**src/rtl/spi_pkg.sv**
```systemverilog
// Shared defaults and types for the SPI transaction scheduler slice.
package spi_pkg;

    localparam int SPI_ADDR_WIDTH = 8;
    localparam int SPI_DATA_WIDTH = 8;

    typedef struct packed {
        logic                      wr;
        logic [SPI_ADDR_WIDTH-1:0] addr;
        logic [SPI_DATA_WIDTH-1:0] data;
    } spi_cmd_t;

    typedef enum logic {ARB, ISSUE} issue_state_t;

    typedef enum logic [1:0] {R_IDLE, R_WAIT, R_RSP} ret_state_t;

endpackage

```
**src/rtl/spi_tag_fifo.sv**
```systemverilog
// Small synchronous FIFO holding the requester ID of every outstanding read.
module spi_tag_fifo #(
    parameter int WIDTH = 1,
    parameter int DEPTH = 4
) (
    input  logic                   SCLK,
    input  logic                   reset,
    input  logic                   push,
    input  logic                   pop,
    input  logic [WIDTH-1:0]       din,
    output logic [WIDTH-1:0]       dout,
    output logic                   full,
    output logic                   empty,
    output logic [$clog2(DEPTH):0] count
);

    localparam int PW = $clog2(DEPTH);

    logic [WIDTH-1:0] mem [DEPTH];
    logic [PW-1:0]    wr_ptr;
    logic [PW-1:0]    rd_ptr;
    logic             do_push;
    logic             do_pop;

    assign full    = (count == (PW+1)'(DEPTH));
    assign empty   = (count == '0);
    assign do_push = push && !full;
    assign do_pop  = pop && !empty;
    assign dout    = mem[rd_ptr];

    always_ff @(posedge SCLK) begin
        if (do_push) mem[wr_ptr] <= din;
    end

    // Pointers wrap naturally because DEPTH is a power of two.
    always_ff @(posedge SCLK or posedge reset) begin
        if (reset) begin
            wr_ptr <= '0;
            rd_ptr <= '0;
            count  <= '0;
        end else begin
            if (do_push) wr_ptr <= wr_ptr + 1'b1;
            if (do_pop)  rd_ptr <= rd_ptr + 1'b1;
            case ({do_push, do_pop})
                2'b10:   count <= count + 1'b1;
                2'b01:   count <= count - 1'b1;
                default: count <= count;
            endcase
        end
    end

endmodule

```
**src/rtl/spi_txn_scheduler.sv**
```systemverilog
// Round-robin command scheduler in front of the SPI write FIFO, with
// in-order routing of read data back to the requester that issued the read.
module spi_txn_scheduler
    import spi_pkg::*;
#(
    parameter int NUM_REQ    = 2,
    parameter int ADDR_WIDTH = SPI_ADDR_WIDTH,
    parameter int DATA_WIDTH = SPI_DATA_WIDTH,
    parameter int TAG_DEPTH  = 4
) (
    input  logic                                        SCLK,
    input  logic                                        reset,
    input  logic [NUM_REQ-1:0]                          req_valid,
    input  logic [NUM_REQ*(ADDR_WIDTH+DATA_WIDTH+1)-1:0] req_cmd,
    output logic [NUM_REQ-1:0]                          req_ready,
    input  logic                                        w_full,
    output logic                                        w_wr_en,
    output logic [ADDR_WIDTH+DATA_WIDTH:0]              w_din,
    input  logic                                        r_empty,
    output logic                                        r_rd_en,
    input  logic [DATA_WIDTH-1:0]                       r_dout,
    output logic [NUM_REQ-1:0]                          rsp_valid,
    output logic [DATA_WIDTH-1:0]                       rsp_data,
    output logic [$clog2(TAG_DEPTH):0]                  rd_pending,
    output logic                                        err_orphan
);

    localparam int CMD_W = ADDR_WIDTH + DATA_WIDTH + 1;
    localparam int GW    = $clog2(NUM_REQ);

    issue_state_t     issue_state, issue_next;
    ret_state_t       ret_state, ret_next;
    logic [GW-1:0]    last_grant, grant_q, sel, cand;
    logic [NUM_REQ-1:0] eligible, req_ready_d;
    logic             any_elig, grant_load, w_wr_en_d;
    logic             r_rd_en_d, rsp_load, orphan_set;
    logic             tag_push, tag_pop, tag_full, tag_empty;
    logic [GW-1:0]    tag_dout;

    // A read is only eligible while a tag slot is free; writes never need one.
    always_comb begin
        eligible = '0;
        for (int i = 0; i < NUM_REQ; i++) begin
            eligible[i] = req_valid[i] && !w_full && (req_cmd[i*CMD_W + CMD_W - 1] || !tag_full);
        end
    end

    always_comb begin
        any_elig = 1'b0;
        sel      = last_grant;
        cand     = last_grant;
        for (int k = 1; k <= NUM_REQ; k++) begin
            cand = GW'((int'(last_grant) + k) % NUM_REQ);
            if (!any_elig && eligible[cand]) begin
                any_elig = 1'b1;
                sel      = cand;
            end
        end
    end

    always_ff @(posedge SCLK or posedge reset) begin
        if (reset) begin
            issue_state <= ARB;
            last_grant  <= GW'(NUM_REQ - 1);
            grant_q     <= '0;
            w_wr_en     <= 1'b0;
            w_din       <= '0;
            req_ready   <= '0;
        end else begin
            issue_state <= issue_next;
            w_wr_en     <= w_wr_en_d;
            req_ready   <= req_ready_d;
            if (grant_load) begin
                grant_q <= sel;
                w_din   <= req_cmd[int'(sel)*CMD_W +: CMD_W];
            end
            if (issue_state == ISSUE) last_grant <= grant_q;
        end
    end

    always_comb begin
        issue_next = issue_state;
        case (issue_state)
            ARB:     if (any_elig) issue_next = ISSUE;
            ISSUE:   issue_next = ARB;
            default: issue_next = ARB;
        endcase
    end

    always_comb begin
        grant_load  = 1'b0;
        w_wr_en_d   = 1'b0;
        req_ready_d = '0;
        if (issue_state == ARB && any_elig) begin
            grant_load       = 1'b1;
            w_wr_en_d        = 1'b1;
            req_ready_d[sel] = 1'b1;
        end
    end

    assign tag_push = (issue_state == ISSUE) && !w_din[CMD_W-1];

    spi_tag_fifo #(
        .WIDTH (GW),
        .DEPTH (TAG_DEPTH)
    ) u_tag_fifo (
        .SCLK  (SCLK),
        .reset (reset),
        .push  (tag_push),
        .pop   (tag_pop),
        .din   (grant_q),
        .dout  (tag_dout),
        .full  (tag_full),
        .empty (tag_empty),
        .count (rd_pending)
    );

    always_ff @(posedge SCLK or posedge reset) begin
        if (reset) begin
            ret_state  <= R_IDLE;
            r_rd_en    <= 1'b0;
            rsp_valid  <= '0;
            rsp_data   <= '0;
            err_orphan <= 1'b0;
        end else begin
            ret_state <= ret_next;
            r_rd_en   <= r_rd_en_d;
            rsp_valid <= '0;
            if (rsp_load) begin
                rsp_valid[tag_dout] <= 1'b1;
                rsp_data            <= r_dout;
            end
            if (orphan_set) err_orphan <= 1'b1;
        end
    end

    always_comb begin
        ret_next = ret_state;
        case (ret_state)
            R_IDLE:  if (!r_empty) ret_next = R_WAIT;
            R_WAIT:  ret_next = R_RSP;
            R_RSP:   ret_next = R_IDLE;
            default: ret_next = R_IDLE;
        endcase
    end

    // Data arriving with no outstanding tag is dropped and flagged.
    always_comb begin
        r_rd_en_d  = 1'b0;
        rsp_load   = 1'b0;
        tag_pop    = 1'b0;
        orphan_set = 1'b0;
        case (ret_state)
            R_IDLE: r_rd_en_d = !r_empty;
            R_RSP: begin
                if (!tag_empty) begin
                    rsp_load = 1'b1;
                    tag_pop  = 1'b1;
                end else begin
                    orphan_set = 1'b1;
                end
            end
            default: r_rd_en_d = 1'b0;
        endcase
    end

endmodule

```
**config.mk**
```make
export PLATFORM = sky130hd
export DESIGN_NAME = spi_txn_scheduler
export DESIGN_NICKNAME = d
export VERILOG_FILES = /design/src/rtl/spi_pkg.sv /design/src/rtl/spi_tag_fifo.sv /design/src/rtl/spi_txn_scheduler.sv
export SDC_FILE = /design/constraint.sdc
export NUM_CORES = 1
export LEC_CHECK = 0
export CELL_PAD_IN_SITES_DETAIL_PLACEMENT = 2
export CELL_PAD_IN_SITES_GLOBAL_PLACEMENT = 2
export CORE_MARGIN = 10
export CORE_UTILIZATION = 29
export CTS_CLUSTER_SIZE = 28
export DETAILED_ROUTE_END_ITERATION = 12
export PLACE_DENSITY = 0.89
export SYNTH_ARGS = -nofsm -noshare
export SYNTH_HDL_FRONTEND = slang
export SYNTH_SLANG_ARGS = --single-unit
```
**constraint.sdc**
```tcl
create_clock -name SCLK -period 4.4 [get_ports SCLK]
set_input_delay 1.1 -clock SCLK [delete_from_list [all_inputs] [get_ports SCLK]]
set_output_delay 1.1 -clock SCLK [all_outputs]
set_load 0.01 [all_outputs]
```
==> results of run 1 <==
[registers in the layout (all words and copies together), names as in the netlist]
signal / cells
w_din: 17
u_tag_fifo.count: 3
grant_q: 1
u_tag_fifo.wr_ptr: 2
req_ready: 2
r_rd_en: 1
u_tag_fifo.rd_ptr: 2
u_tag_fifo.mem: 4
issue_state: 1
ret_state: 2
rsp_valid: 2
err_orphan: 1
rsp_data: 8
last_grant: 1
[synthesized netlist by cell type]
master / count
a21oi_1: 1
a221o_1: 9
a221o_2: 8
a311oi_1: 1
a31o_2: 1
a31oi_4: 1
and2_1: 5
and2_2: 1
and3_1: 10
and3_2: 6
and3b_4: 1
buf_2: 1
buf_6: 1
buf_8: 1
clkbuf_1: 2
dfrtp_1: 42
dfstp_2: 1
edfxtp_1: 4
fa_1: 1
ha_1: 5
inv_1: 11
mux2_2: 9
mux2i_1: 1
mux4_2: 1
nand2_1: 2
nand3_1: 1
nand3_2: 1
nand3_4: 1
nor2_1: 4
nor2_4: 1
nor2b_1: 1
nor3_1: 3
nor3b_1: 1
o21ai_0: 1
or4b_1: 1
or4b_4: 1
xnor2_1: 3
xor2_1: 3
[cell usage in the layout (no fill, tap or decap), types with 2 or more instances in the layout]
| cell | count |
|---|---|
| ha_1 | 5 |
| inv_1 | 10 |
| a221o_1 | 9 |
| dfrtp_1 | 42 |
| and2_1 | 5 |
| edfxtp_1 | 4 |
| nand2_1 | 2 |
| xnor2_1 | 3 |
| clkdlybuf4s50_1 | 82 |
| nor3_1 | 3 |
| xor2_1 | 3 |
| clkbuf_1 | 2 |
| clkbuf_8 | 5 |
| a221o_2 | 8 |
| nor2_1 | 4 |
| and3_1 | 10 |
| mux2_2 | 9 |
| and3_2 | 6 |
[power by group through the flow]
stage          Clock, mW  Sequential (mW)  Combinational, mW
3_5_place_dp           0            0.735              0.750
3_3_place_gp           0            0.722              0.716
5_1_grt            0.345            0.751              0.805
6_report           0.319            0.726              0.740
4_1_cts            0.330            0.730              0.760
2_1_floorplan          0            0.763              0.309
[metal layers]
metal / vias to the layer above / GRT usage [%] / wire length (um)
met1: 786 / 13.3 / 2600
li1: 709 / - / -
met4: 0 / 2.98 / 53
met2: 45 / 19.9 / 3320
met5: - / 0 / 0
met3: 4 / 4.71 / 399
[through the flow]
stage / std cells / setup slack, ns / hold slack (ns) / total power [mW]
final: 330 / 1.54 / 0.488 / 1.79
after global routing: 330 / 1.44 / 0.526 / 1.90
after CTS: 330 / 1.56 / 0.493 / 1.82
after detailed placement: 322 / 1.27 / 0.460 / 1.48
after global placement: 322 / 1.38 / 0.466 / 1.44
after floorplan: 148 / 2.00 / 0.449 / 1.07
[cells by family (layout without fill, tap and decap cells)]
| family | Yosys count | after routing | synth area share (%) |
|---|---|---|---|
| flops | 47 | 47 | 58.3 |
| simple gates | 40 | 40 | 13.5 |
| compound gates | 22 | 22 | 11.2 |
| buf+inv | 16 | 102 | 3.90 |
| mux | 11 | 11 | 6.52 |
| fa+ha+maj | 6 | 6 | 4.02 |
| xor+xnor | 6 | 6 | 2.56 |
[final cells by class]
| class | instances | area [um^2] | share of cell area [%] |
|---|---|---|---|
| Sequential cell | 47 | 1200 | 38.9 |
| Timing Repair Buffer | 83 | 828 | 26.9 |
| Multi-Input combinational cell | 85 | 781 | 25.4 |
| Tap cell | 96 | 120 | 3.91 |
| Clock buffer | 7 | 76.3 | 2.48 |
| Inverter | 11 | 41.3 | 1.34 |
| Clock inverter | 1 | 30.0 | 0.977 |
[how the worst min path moves through the flow]
stage                                         from                endpoint  slack, ns  depth (start not counted)
final                       err_orphan$_DFFE_PP0P_  err_orphan$_DFFE_PP0P_       0.49                          1
after global routing        err_orphan$_DFFE_PP0P_  err_orphan$_DFFE_PP0P_       0.53                          1
after CTS                   err_orphan$_DFFE_PP0P_  err_orphan$_DFFE_PP0P_       0.49                          1
after detailed placement    err_orphan$_DFFE_PP0P_  err_orphan$_DFFE_PP0P_       0.46                          1
after global placement      err_orphan$_DFFE_PP0P_  err_orphan$_DFFE_PP0P_       0.47                          1
after floorplan           ret_state[0]$_DFFE_PP0P_       r_rd_en$_DFF_PP0_       0.45                          1
==> qor.yml, run 1 <==
fp.dieW_um: 104
stdcell_area_um2: 3070
worst_slew_pin_slew_ns: 0.935
post_cts_buffers: 0
via_per_inst: 4.68
wire_per_inst_um: 19.3
synth_seq_cells: 47
r2r_end: "u_tag_fifo.count[2]$_DFFE_PP0P_"
rr_worst_depth: 9
r2r-start: "u_tag_fifo.count[1]$_DFFE_PP0P_"
netlist_instances: 148
crit_arrival_ns: 3.10
cts_tree: "done"
synth_area_um2: 2050
start_kind: "input port"
worst_path_largest_cell_delay_ns: 0.61
syn_to_final_growth_pct: 49.7
synthTopCellsByArea: "dfrtp_1 51%, edfxtp_1 5.9%, mux2_2 4.9%"
avgSynthCellArea_um2: 13.9
p_clk_share_pct: 17.9
clk_latency_ns: 0.30
rsz0062_at_grt: "false"
cts_buffers: 5
final-max-slew-violation-count: 0
hpwl_um: 4880
ir_drop_v: 0.000245
placed_area_um2: 2970
max_freq_mhz: 350
fin_skew_ns: 0.00877
p_sw_uw: 571
critPathCapture: "w_din[3]$_DFFE_PP0P_"
hold_viol: 0
hp-class: "reg -> reg"
ys_types: 38
path_clk_slew_ns: 0.09
core_area_um2: 6830
yosysTopAreaCellShare_pct: 51.2
cp_max_fo: 18
cellPowerDensity_nw_per_um2: 581
drt-initial-drc-count: 37
drive_gt1_share_pct: 17.9
power_leakage_nw: 1.31
critPathBufInv: 1
start_util_pct: 30.1
cts.repair.resized: 0
synth_nets: 202
cts_hold_buffers: 0
grt_pass1_wl_um: 10200
grt_pass1_vias: 1763
placementRows: 30
portBuffers: 82
design.die.area_um2: 10800
drc: 0
yosysTopAreaCell: "dfrtp_1"
drt_pass1_iterations: 4
diodes: 0
nNetsFinal: 287
p_int_mw: 1.21
antenna_found_initial: 0
cts.sinks: 47
finalCriticalPeriod_ns: 2.86
status: "finished, final reports clean"
cp.depth: 5
relSlewSlack_pct: 37.6
grt_use_total_pct: 11.7
endpoint_kind: "flop"
setup_tns_ns: 0
crit_path_top_delay_cell: "a31oi_4"
fillers: 705
ff2ff_setup_slack_ns: 1.91
io_pins: 83
p_comb_share_pct: 41.4
htreeDepth: 2
critPathKind: "in -> reg"
drtAntennaViolNets: 0
cap_violations: 0
routed_wl_um: 6370
fin_crit_sh_pct: 65.0
critPathTopFamily: "compound AO/OA/AOI/OAI gates"
grt_max_degree: 44
gr-total-overflow: 0
dieHeight_um: 104
clockBufferDepth: 2
p_seq_share_pct: 40.7
gp_congestion: 0.701
cts-root-buf: "clkbuf_8"
ys_warn_count: 0
required_ns: 4.64
post-route-util_pct: 45.0
crit_chain: "clkdlybuf4s50_1 > nor2_1 > nand3_2 > a31oi_4 > a221o_2"
cp-startpoint: "w_full"
ys_seq_area_share_pct: 58.3
via_count: 1544
switching_share_pct: 32.0
setup_viol: 0
No activity file was read; power rests on OpenSTA's default activity.
==> inputs of run 2 (changes only) <==
- CORE_UTILIZATION: 29 -> 25
- PLACE_DENSITY: 0.89 -> 0.81
- clock period: 4.4 -> 2.3 ns (I/O delays scaled with it)
==> qor.yml, run 2 (same netlist as run 1, synthesis figures left out) <==
status: "finished, final reports clean"
p_int_mw: 2.31
p_sw_mw: 1.08
cp_max_fo: 13
grt_pass1_wl_um: 10400
required_ns: 2.48
cts_tree: "done"
nNetsFinal: 300
placementRows: 32
cts.repair.resized: 0
gr-total-overflow: 0
rsz0062_at_grt: "false"
final-max-slew-violation-count: 0
cellPowerDensity_nw_per_um2: 1060
portBuffers: 82
worst_path_largest_cell_delay_ns: 0.53
fin_crit_sh_pct: 90.0
crit_arrival_ns: 2.25
cap_violations: 0
grt_max_degree: 19
diodes: 0
largest_register_ffs: 17
regMostFlops: "w_din"
crit_path_top_delay_cell: "or4b_1"
gp_congestion: 0.712
via_per_inst: 4.52
design.die.area_um2: 12200
start_util_pct: 26.2
setup_viol: 0
power_leakage_nw: 1.38
mostFrequentLayoutCells: "82 x clkdlybuf4s50_1, 42 x dfrtp_1, 12 x buf_4"
rr_worst_depth: 8
met3_usage_pct: 2.86
worst_slew_pin_slew_ns: 0.379
post_cts_buffers: 0
r2r_end: "u_tag_fifo.count[2]$_DFFE_PP0P_"
critPathKind: "in -> reg"
drt-initial-drc-count: 79
grt_pass1_vias: 1865
ir_drop_v: 0.000390
htreeDepth: 2
cp-startpoint: "req_cmd[33]"
p_seq_share_pct: 40.8
cts-root-buf: "clkbuf_8"
fp.dieW_um: 111
drive_gt1_share_pct: 23.1
top_usage_layer: "met2"
post-route-util_pct: 40.8
max_freq_mhz: 483
routed_wl_um: 6440
drtAntennaViolNets: 0
path_clk_slew_ns: 0.08
cts_hold_buffers: 0
relSlewSlack_pct: 74.6
wire_per_inst_um: 18.5
p_clk_share_pct: 16.1
biggestRegsByFlops: "w_din: 17 flops, rsp_data: 8 flops, u_tag_fifo.mem: 4 flops"
drc: 0
p_total_mw: 3.40
hp-class: "reg -> reg"
use_met2_pct: 17.2
clockBufferDepth: 2
crit_chain: "clkdlybuf4s50_1 > or4b_1 > nand3_2 > a31oi_4 > buf_12 > a221o_2"
antenna_found_initial: 0
met1_usage_pct: 12.4
syn_to_final_growth_pct: 55.9
core_area_um2: 7850
hpwl_um: 5220
start_kind: "input port"
ff2ff_setup_slack_ns: 0.27
via_count: 1578
drt_pass1_iterations: 4
endpoint_kind: "flop"
switching_share_pct: 31.9
cts_buffers: 5
clk_latency_ns: 0.30
final_common_cell: "clkdlybuf4s50_1"
p_comb_share_pct: 43.1
r2r-start: "u_tag_fifo.count[0]$_DFFE_PP0P_"
io_pins: 83
critPathCapture: "w_din[4]$_DFFE_PP0P_"
finalCriticalPeriod_ns: 2.07
hold_viol: 0
fin_skew_ns: 0.00895
grt_use_total_pct: 10.4
cts.sinks: 47
dieHeight_um: 111
## run 2: cell types whose count changed in the layout (fill, tap and decap cells not counted)
cell,previous run,this run
clkbuf_8,5,7
clkinvlp_4,0,1
buf_12,0,2
buf_4,1,12
clkbuf_1,2,0
bufinv_16,1,0
## run 2: routing by layer
metal,part of all wire (%),routed length [um]
met1,44,2830
met2,50,3190
met3,5.2,338
met4,1.3,82
met5,0,0
## run 2: final cells by class
type | count | area, um^2
well taps | 102 | 128
flip-flops and latches | 47 | 1200
clock buffers | 7 | 96.3
multi-input cells | 85 | 781
clock inverters | 1 | 7.51
inverters | 11 | 41.3
repair buffers | 96 | 951
fillers | 832 | 4650
## run 2: stage by stage
stage	instances	hold slack [ns]	TNS (ns)	cell area, um^2	worst slack (ns)
after floorplan	148	0.449	0	2050	0.0465
after global routing	349	0.499	0	3200	0.105
after detailed placement	341	0.466	-0.763	3100	-0.0746
after global placement	341	0.452	-0.0279	3100	-0.00388
final	349	0.478	0	3200	0.231
after CTS	349	0.486	0	3200	0.232
## run 2: power by group through the flow
stage | Combinational, mW | Clock, mW | Sequential [mW]
6_report | 1.46 | 0.548 | 1.38
2_1_floorplan | 0.591 | 0 | 1.46
5_1_grt | 1.58 | 0.614 | 1.44
3_3_place_gp | 1.43 | 0 | 1.39
4_1_cts | 1.50 | 0.570 | 1.39
3_5_place_dp | 1.49 | 0 | 1.41
## run 2: worst min-delay path by stage
| stage | from | endpoint | slack, ns | cells after the start |
|---|---|---|---|---|
| final | err_orphan$_DFFE_PP0P_ | err_orphan$_DFFE_PP0P_ | 0.48 | 1 |
| after global routing | err_orphan$_DFFE_PP0P_ | err_orphan$_DFFE_PP0P_ | 0.50 | 1 |
| after CTS | err_orphan$_DFFE_PP0P_ | err_orphan$_DFFE_PP0P_ | 0.49 | 1 |
| after detailed placement | err_orphan$_DFFE_PP0P_ | err_orphan$_DFFE_PP0P_ | 0.47 | 1 |
| after global placement | err_orphan$_DFFE_PP0P_ | err_orphan$_DFFE_PP0P_ | 0.45 | 1 |
| after floorplan | ret_state[0]$_DFFE_PP0P_ | r_rd_en$_DFF_PP0_ | 0.45 | 1 |
## run 2: critical path: cells and delay by family
kind,cells,cell delay [ns]
simple gates,2,0.68
buf+inv,2,0.60
compound gates,2,0.39
